--- src/rtl/fixed_point_sqrt_iter_if.sv ---
// Handshake and data bundle for the iterative fixed-point square root unit.
// The master drives the operand and start strobe; the slave (the unit) returns
// busy, the completion pulse, the root and the negative-operand flag.
interface fixed_point_sqrt_iter_if #(
  parameter int unsigned WIDTH = 32
) ();

  logic [WIDTH-1:0] Operand;
  logic             iInputReady;
  logic             oBusy;
  logic             OutputReady;
  logic [WIDTH-1:0] Result;
  logic             oNegative;

  modport master (
    output Operand,
    output iInputReady,
    input  oBusy,
    input  OutputReady,
    input  Result,
    input  oNegative
  );

  modport slave (
    input  Operand,
    input  iInputReady,
    output oBusy,
    output OutputReady,
    output Result,
    output oNegative
  );

endinterface

--- src/rtl/fixed_point_sqrt_iter.sv ---
// Exact fixed-point square root, radix-2 restoring digit recurrence, one root
// bit per cycle. Result = floor(sqrt(Operand * 2^SCALE)) in the same format.
// Optional macro SQRT_ROUND_TO_NEAREST_EN adds a final rounding state
// (Result = Q+1 when remainder > Q), costing one extra cycle of latency.
module fixed_point_sqrt_iter #(
  parameter int unsigned WIDTH = 32,
  parameter int unsigned SCALE = 17
) (
  input logic                    Clock,
  input logic                    Reset,
  fixed_point_sqrt_iter_if.slave bus
);

  localparam int unsigned RW = (WIDTH + SCALE + 1) / 2;  // root bits
  localparam int unsigned N  = RW;                       // iterations
  localparam int unsigned CW = $clog2(N + 1);

  typedef enum logic [1:0] {StIdle, StCalc, StRound} stateT;

  stateT             stateQ, stateD;
  logic [2*RW-1:0]   radQ, radD;      // radicand, consumed two bits per cycle from the MSB end
  logic [RW+1:0]     remQ, remD;      // partial remainder P
  logic [RW-1:0]     rootQ, rootD;    // partial root Q
  logic [CW-1:0]     cntQ, cntD;
  logic              negQ, negD;
  logic [WIDTH-1:0]  resultQ, resultD;
  logic              doneQ, doneD;
  logic              negOutQ, negOutD;

  logic [RW+1:0]     trial;
  logic [RW+2:0]     diff;

  // Trial remainder and its difference against (Q << 2) | 1; diff MSB is the borrow.
  always_comb begin
    trial = (remQ << 2) | (RW + 2)'(radQ[2*RW-1 -: 2]);
    diff  = {1'b0, trial} - {1'b0, rootQ, 2'b01};
  end

`ifdef SQRT_ROUND_TO_NEAREST_EN
  logic [RW:0] rounded;

  // Round to nearest: remainder above Q means sqrt lies beyond Q + 0.5.
  always_comb begin
    rounded = {1'b0, rootQ} + (RW + 1)'(remQ > (RW + 2)'(rootQ));
  end
`endif

  // Next-state and datapath control.
  always_comb begin
    stateD  = stateQ;
    radD    = radQ;
    remD    = remQ;
    rootD   = rootQ;
    cntD    = cntQ;
    negD    = negQ;
    resultD = resultQ;
    doneD   = 1'b0;
    negOutD = negOutQ;

    unique case (stateQ)
      StIdle: begin
        if (bus.iInputReady) begin
          radD   = (2 * RW)'(bus.Operand) << SCALE;
          remD   = '0;
          rootD  = '0;
          cntD   = CW'(N - 1);
          negD   = bus.Operand[WIDTH-1];
          stateD = StCalc;
        end
      end
      StCalc: begin
        radD  = radQ << 2;
        remD  = diff[RW+2] ? trial : diff[RW+1:0];
        rootD = {rootQ[RW-2:0], ~diff[RW+2]};
        cntD  = cntQ - 1'b1;
        if (cntQ == '0) begin
`ifdef SQRT_ROUND_TO_NEAREST_EN
          stateD  = StRound;
`else
          stateD  = StIdle;
          doneD   = 1'b1;
          resultD = negQ ? '0 : WIDTH'(rootD);
          negOutD = negQ;
`endif
        end
      end
      StRound: begin
        stateD  = StIdle;
        doneD   = 1'b1;
`ifdef SQRT_ROUND_TO_NEAREST_EN
        resultD = negQ ? '0 : WIDTH'(rounded);
`else
        resultD = negQ ? '0 : WIDTH'(rootQ);
`endif
        negOutD = negQ;
      end
      default: stateD = StIdle;
    endcase
  end

  // State registers with synchronous active-high reset; reset aborts any operation.
  always_ff @(posedge Clock) begin
    if (Reset) begin
      stateQ  <= StIdle;
      radQ    <= '0;
      remQ    <= '0;
      rootQ   <= '0;
      cntQ    <= '0;
      negQ    <= 1'b0;
      resultQ <= '0;
      doneQ   <= 1'b0;
      negOutQ <= 1'b0;
    end else begin
      stateQ  <= stateD;
      radQ    <= radD;
      remQ    <= remD;
      rootQ   <= rootD;
      cntQ    <= cntD;
      negQ    <= negD;
      resultQ <= resultD;
      doneQ   <= doneD;
      negOutQ <= negOutD;
    end
  end

  assign bus.oBusy       = (stateQ != StIdle);
  assign bus.OutputReady = doneQ;
  assign bus.Result      = resultQ;
  assign bus.oNegative   = negOutQ;

endmodule
--- src/flat_wrapper.sv ---
// flat-port wrapper written by rule: the top's interface ports become plain ports
module fixed_point_sqrt_iter_flat 
#(
  parameter int unsigned WIDTH = 32,
  parameter int unsigned SCALE = 17
)
  (Clock, Reset, bus_Operand, bus_iInputReady, bus_oBusy, bus_OutputReady, bus_Result, bus_oNegative);
  fixed_point_sqrt_iter_if #(.WIDTH(WIDTH)) bus_i ();
  input logic Clock;
  input logic Reset;
  input wire logic [$bits(bus_i.Operand)-1:0] bus_Operand;
  input wire logic [$bits(bus_i.iInputReady)-1:0] bus_iInputReady;
  output wire logic [$bits(bus_i.oBusy)-1:0] bus_oBusy;
  output wire logic [$bits(bus_i.OutputReady)-1:0] bus_OutputReady;
  output wire logic [$bits(bus_i.Result)-1:0] bus_Result;
  output wire logic [$bits(bus_i.oNegative)-1:0] bus_oNegative;
  assign bus_i.Operand = bus_Operand;
  assign bus_i.iInputReady = bus_iInputReady;
  assign bus_oBusy = bus_i.oBusy;
  assign bus_OutputReady = bus_i.OutputReady;
  assign bus_Result = bus_i.Result;
  assign bus_oNegative = bus_i.oNegative;
  fixed_point_sqrt_iter #(.WIDTH(WIDTH), .SCALE(SCALE)) u_core (.Clock(Clock), .Reset(Reset), .bus(bus_i));
endmodule
--- config.mk ---
export PLATFORM = sky130hd
export DESIGN_NAME = fixed_point_sqrt_iter_flat
export DESIGN_NICKNAME = d
export VERILOG_FILES = /design/src/rtl/fixed_point_sqrt_iter_if.sv /design/src/rtl/fixed_point_sqrt_iter.sv /design/src/flat_wrapper.sv
export SDC_FILE = /design/constraint.sdc
export NUM_CORES = 1
export LEC_CHECK = 0
export CAP_MARGIN = 20
export CELL_PAD_IN_SITES_DETAIL_PLACEMENT = 0
export CELL_PAD_IN_SITES_GLOBAL_PLACEMENT = 1
export CORE_ASPECT_RATIO = 1.4
export CORE_MARGIN = 1
export CORE_UTILIZATION = 39
export CTS_BUF_LIST = sky130_fd_sc_hd__clkbuf_2 sky130_fd_sc_hd__clkbuf_4 sky130_fd_sc_hd__clkbuf_8
export DETAILED_ROUTE_END_ITERATION = 7
export GPL_TIMING_DRIVEN = 0
export PLACE_DENSITY_LB_ADDON = 0.1
export SYNTH_ARGS = -nofsm -noshare
export SYNTH_HDL_FRONTEND = slang
export SYNTH_SLANG_ARGS = --single-unit
--- constraint.sdc ---
create_clock -name Clock -period 2.53 [get_ports Clock]
set_input_delay 0.3795 -clock Clock [delete_from_list [all_inputs] [get_ports Clock]]
set_output_delay 0.3795 -clock Clock [all_outputs]
set_load 0.01 [all_outputs]
==> results of run 1 <==
-- power by group --
group	total [uW]	switching (uW)	internal [uW]	leakage [uW]
combinational	5550	2980	2570	0.00219
sequential	2160	163	2000	0.000959
clock	1890	797	1090	0.000215
-- cell families (layout without fill, tap and decap cells) --
kind of cell,Yosys count,count (layout),synth area share (%)
AND/OR/NAND/NOR,293,293,22.5
AO/OA/AOI/OAI,180,180,18.7
flip-flops,117,117,37.8
buffers and inverters,95,219,6.72
multiplexers,37,37,5.99
adder cells (fa/ha/maj),28,28,5.65
XOR/XNOR,19,19,2.68
other,1,7,0.0605
-- metrics by stage --
stage          TNS, ns  worst slack, ns  hold slack (ns)  area, um^2
4_1_cts              0          0.00345            0.462        8010
2_1_floorplan        0            0.158            0.434        6230
3_3_place_gp    -16.88           -0.654            0.445        7090
3_5_place_dp    -19.64           -0.686            0.452        7090
5_1_grt          -1.38          -0.0964            0.481        8260
6_report       -0.0132         -0.00815            0.457        8260
-- path summary, 6_finish.rpt --
path,slack [ns],to
setup reg to reg,-0.008,u_core.remQ[10]
hold / removal,0.46,u_core.bus.Result[24]
hold reg to reg,0.46,u_core.bus.Result[24]
setup / recovery,-0.008,u_core.remQ[10]
-- layout by cell type, fill, tap and decap left out, types with 12 or more instances in the layout --
cell             synthesis  layout
nand3_1                 42      28
nor3_1                  33      31
ha_4                     0      15
a22o_1                  24      24
clkbuf_8                 0      18
clkbuf_1                33      32
mux2i_1                 36      36
buf_4                    8      39
a21oi_1                 79      75
ha_1                    28      12
clkdlybuf4s50_1          0      62
o21ai_0                 23      21
inv_1                   37      25
dfxtp_1                117     103
nand2_1                 66      64
nand3_2                 17      28
nor2_1                 101     101
-- cell type report --
| class | count | area share, % |
|---|---|---|
| multi-input combinational | 564 | 47.1 |
| sequential | 117 | 28.7 |
| timing repair buffer | 96 | 10.9 |
| buffer | 55 | 3.36 |
| clock buffer | 18 | 3.00 |
| tap | 196 | 2.97 |
| clock inverter | 13 | 2.20 |
| inverter | 37 | 1.74 |
-- registers in the layout (all words and copies together) (netlist names) --
name                    flops
u_core.bus.oNegative        1
u_core.cntQ                 5
u_core.remQ                25
u_core.stateQ               1
u_core.bus.Result          25
u_core.radQ                33
u_core.rootQ               25
u_core.negQ                 1
u_core.bus.OutputReady      1
-- what timing repair did --
action | 4_1_cts | 5_1_grt
setup buffers | 18 | 15
cloned | 1 | 0
endpoints found under the setup margin | 27 | 46
gates resized for setup | 68 | 41
hold buffers | 0 | 0
pin swaps | 14 | 29
-- worst max-delay path, delay by kind of cell, from the launching register on --
kind | cells | cell delay, ns
AOI/OAI and AO/OA | 3 | 0.38
adders and majority gates | 1 | 0.23
buffers and inverters | 2 | 0.33
DFF | 1 | 0.36
and+or+nand+nor | 5 | 1.17
-- metal layers --
| metal | part of all wire, % | global-route usage, % | vias to the layer above |
|---|---|---|---|
| met3 | 3.1 | 5.16 | 25 |
| met4 | 1.8 | 8.99 | 0 |
| li1 | - | - | 2915 |
| met1 | 41 | 24.9 | 2778 |
| met2 | 54 | 43.0 | 111 |
| met5 | 0 | 0 | - |
-- cell usage after synthesis (7+ instances only) --
cell,instances
dfxtp_1,117
nor2_1,101
a21oi_1,79
nand2_1,66
nand3_1,42
inv_1,37
mux2i_1,36
clkbuf_1,33
nor3_1,33
ha_1,28
a22o_1,24
o21ai_0,23
nand3_2,17
xnor2_1,11
nand2b_1,9
a21o_1,8
buf_1,8
buf_4,8
xor2_1,8
o21ai_1,7
==> summary.md, run 1 <==
| Metric | Value |
|---|---|
| Post-Syn Area | `0.00620 mm^2` |
| Multi-input gate area | `0.00389 mm^2` |
| Crit path top cell by count | `nand3_2` |
| CP startpoint | `u_core.remQ[2]` |
| YS warnings | `0` |
| Hold Startpoint | `u_core.bus.Result[24]` |
| CTS root buffer | `clkbuf_8` |
| Status | `finished, violations left` |
| Leakage | `0.00336 uW` |
| GRT Util Overall | `23.1%` |
| TritonCTS clock tree | `built` |
| Yosys cell types | `60` |
| Worst vdd ir | `0.667 mV` |
| PortBufs | `62` |
| IO Pins | `70` |
| Total CTS buffers | `17` |
| Die ar. | `0.0164 mm^2` |
| Post-synth EDFFs | `0` |
| Worst-path fanout max | `10` |
| Slowest-stage cell, CP | `or4_4` |
| Post-synth ARST share | `0%` |
| Sequential share of the synthesized area | `37.8%` |
| Critical Path RT | `2.91 ns` |
| Post-route setup slack | `-0.00815 ns` |
| CP cell instances | `ha_4, or4_4, o21ai_4, nand4b_1, a211oi_2, nor2_2, o21a_1, buf_6, buf_8, nand3_2, nand3_2` |
| MaxCap Viol Count | `0` |
| Antenna Violating Nets Remaining | `0` |
| Setup-failing EPs final | `2` |
| Final HPWL DP | `13.4 mm` |
| Drt first-iter violations | `267` |
| Final std cells w/o fill | `1,096` |
| Area growth, synth to finish | `33.1%` |
| Clock Skew | `0.0113 ns` |
| NumNets Final | `951` |
| Final Hold Fails | `0` |
| DR vias/cell | `5.32` |
| Worst r2r path cells | `11` |
| N_diodes | `0` |
| Slowest stage delay, CP | `0.54 ns` |
| Worst Setup Start Kind | `register` |
| GPL Wtd Cong | `0.837` |
| Initial DRT Pass Iterations | `5` |
| Reg2reg start | `u_core.remQ[2]` |
| Min Clock Period, post-route | `2.54 ns` |
| DRC viols | `0` |
| Slew HR | `49.4%` |
| Filler instances | `1,503` |
| Initial antenna violation count | `0` |
| Post-Place Cells | `1,034` |
| Total power | `9600 uW` |
| Overflow after GRT | `0` |
| CTS max path bufs | `2` |
| Layout cell share with drive strength beyond 1 | `20.2%` |
| Top_reg_cell synth | `dfxtp_1` |
| Routed length per instance | `16.8 um` |
| Clock slew at reported path FFs | `0.07 ns` |
| Final Cycle Share | `100%` |
| CTS HTree Levels | `4` |
| Area fraction of the dominant cell type after synthesis | `37.8%` |
| First-pass GRT wire length | `28.8 mm` |
| Syn avg cell area | `8.06 um^2` |
| Storage element area | `0.00237 mm^2` |
| Clk sink count | `117` |
| Chip Width | `109 um` |
| RSZ-0062 raised after global routing | `true` |
| #FFs+latches synth | `117` |
| Die Y | `151 um` |
| Final Util | `53.1%` |
| Synth area leaders | `dfxtp_1 (38%), a21oi_1 (6.4%), nor2_1 (6.1%)` |
| Failing checks | `setup timing` |
| Max Clk Rate | `394 MHz` |
| Core area | `0.0155 mm^2` |
| Row count | `54` |
| Total wire length | `18.4 mm` |
| Hold Path Depth | `2` |
| Crit Path Class | `reg2reg` |
| Starting Density | `39.9%` |
| CP Data Arrival Time | `2.92 ns` |
| CP Capture Type | `register` |
| Slew Limit Fails | `0` |
| Vias | `5,829` |
| Pin count of the biggest net entering global routing | `17` |
| Worst-Margin Slew | `0.754 ns` |
| Vias in the first global route | `5,702` |
| Syn Inst Count | `770` |
| Ratio of total power to cell area | `1160 mW/mm^2` |
| Clock Latency Late Sink | `0.44 ns` |
| Post-synth top area cell | `dfxtp_1` |
| Tightest Hold Check Type | `reg2reg` |
(Power assumes the default switching activity.)
==> run 2, diff against run 1 <==
Settings changed: ABC_AREA from default to 0, RECOVER_POWER from default to 50.
==> summary.md, run 2 (synthesis results as in run 1) <==
| Metric | Value |
|---|---|
| Status | `finished, violations left` |
| Failing checks | `setup timing` |
| Largest register by flop count | `u_core.radQ` |
| Min Clock Period, post-route | `2.54 ns` |
| Total wire length | `18.4 mm` |
| Total CTS buffers | `17` |
| GPL Wtd Cong | `0.837` |
| Post-route setup slack | `-0.00808 ns` |
| Global route hottest layer | `met2` |
| Clk sink count | `117` |
| Vias in the first global route | `5,702` |
| Layout cell share with drive strength beyond 1 | `20.2%` |
| Most frequent cells in the layout | `dfxtp_1 (103), nor2_1 (101), a21oi_1 (75)` |
| Ratio of total power to cell area | `1160 mW/mm^2` |
| Starting Density | `39.9%` |
| Area growth, synth to finish | `33.1%` |
| Final Hold Fails | `0` |
| Storage element area | `0.00237 mm^2` |
| Kind of cell adding the most delay to the critical path | `simple AND/OR/NAND/NOR gates` |
| M2 GR Usage | `43.0%` |
| RSZ-0062 raised after global routing | `true` |
| CTS max path bufs | `2` |
| Crit path buffers/inverters | `2` |
| Worst Setup Start Kind | `register` |
| Vias | `5,840` |
| Final Cycle Share | `100%` |
| Row count | `54` |
| DRC viols | `0` |
| Overflow after GRT | `0` |
| Total power | `9600 uW` |
| CTS root buffer | `clkbuf_8` |
| Crit path top cell by count | `nand3_2` |
| CP Capture Type | `register` |
| CP Data Arrival Time | `2.92 ns` |
| Met3 Usage GRT | `5.16%` |
| Pin count of the biggest net entering global routing | `17` |
| Antenna Violating Nets Remaining | `0` |
| GRT Util Overall | `23.1%` |
| Routed length per instance | `16.8 um` |
| WHS | `0.454 ns` |
| Setup-failing EPs final | `2` |
| Drt first-iter violations | `266` |
| TritonCTS clock tree | `built` |
| Initial DRT Pass Iterations | `5` |
| Worst-Margin Slew | `0.754 ns` |
| Worst-path fanout max | `10` |
| Leakage | `0.00346 uW` |
| Clock slew at reported path FFs | `0.07 ns` |
| Clock Skew | `0.0112 ns` |
| Hold Buf Count CTS | `0` |
| Filler instances | `1,503` |
| Critical Path RT | `2.91 ns` |
| Core area | `0.0155 mm^2` |
| Final HPWL DP | `13.4 mm` |
| NumNets Final | `951` |
| Slowest stage delay, CP | `0.54 ns` |
| IO Pins | `70` |
| DR vias/cell | `5.33` |
| Initial antenna violation count | `0` |
| MaxCap Viol Count | `0` |
| Crit Path Class | `reg2reg` |
| Max FFs per register | `33` |
| Clock Latency Late Sink | `0.44 ns` |
| Slew Limit Fails | `0` |
| Chip Width | `109 um` |
| Slew HR | `49.4%` |
| N_diodes | `0` |
| Die ar. | `0.0164 mm^2` |
| Max Clk Rate | `394 MHz` |
| CTS HTree Levels | `4` |
| PortBufs | `62` |
| Commonest non-fill, non-tap cell in the layout | `dfxtp_1` |
| Slack of the worst reg-to-reg path | `-0.008 ns` |
| Tightest Hold Check Type | `reg2reg` |
| CP cell instances | `ha_4, or4_4, o21ai_4, nand4b_1, a211oi_2, nor2_2, o21a_1, buf_6, buf_8, nand3_2, nand3_2` |
| Slowest-stage cell, CP | `or4_4` |
| Die Y | `151 um` |
| GR Util met1 | `24.9%` |
| Worst vdd ir | `0.667 mV` |
| First-pass GRT wire length | `28.8 mm` |
| Multi-input gate area | `0.00389 mm^2` |
## run 2: cell types whose count changed in the layout (fill, tap and decap cells not counted)
cell / delta
clkbuf_1: +1
buf_1: -1
clkdlybuf4s50_1: -29
dlygate4sd3_1: +29
## run 2: final timing paths
kind                                             from                     to  depth (start not counted)
worst min-delay path            u_core.bus.Result[24]  u_core.bus.Result[24]                          2
worst max-delay path                   u_core.remQ[2]        u_core.remQ[10]                         11
worst max register to register         u_core.remQ[2]        u_core.remQ[10]                         11
worst min register to register  u_core.bus.Result[24]  u_core.bus.Result[24]                          2
## run 2: layout make-up
cell class	instances	area share, %
plain buffers	55	3.36
clock buffers	18	3.00
clock inverters	13	2.20
inverters	37	1.74
multi-input cells	564	47.1
flip-flops and latches	117	28.7
well taps	196	2.97
repair buffers	96	10.9
## run 2: power breakdown
part / internal (uW) / total (uW) / switching [uW] / leakage (uW)
clock network: 1090 / 1890 / 799 / 0.000215
logic: 2570 / 5550 / 2980 / 0.00229
registers: 2000 / 2160 / 163 / 0.000959
## run 2: per-layer routing
| metal | vias up | routed length, um | part of all wire [%] |
|---|---|---|---|
| met1 | 2789 | 7500 | 41 |
| met5 | - | 0 | 0 |
| li1 | 2916 | - | - |
| met3 | 28 | 557 | 3.0 |
| met2 | 107 | 9970 | 54 |
| met4 | 0 | 351 | 1.9 |
## run 2: tightest hold or removal path: stages (launching register included)
cell and delay [ns]:
dfxtp_1 0.31, nand2_1 0.05, a21oi_1 0.05
## run 2: per-stage QoR
step / utilization (%) / worst slack (ns) / setup TNS, ns / cell area [um^2] / std cells
2_1_floorplan: - / 0.158 / 0 / 6230 / 776
5_1_grt: 53.1 / -0.0964 / -1.38 / 8260 / 1096
4_1_cts: 51.5 / 0.00345 / 0 / 8010 / 1084
3_3_place_gp: 45.6 / -0.654 / -16.88 / 7090 / 1034
6_report: 53.1 / -0.00808 / -0.0128 / 8260 / 1096
3_5_place_dp: 45.6 / -0.686 / -19.64 / 7090 / 1034
## run 2: timing repair
action | in CTS | in global routing
setup endpoints to repair | 27 | 46
cloned | 1 | 0
pin swaps | 14 | 29
gates resized for setup | 68 | 41
endpoints found under the hold margin | 0 | 0
setup buffers | 18 | 15
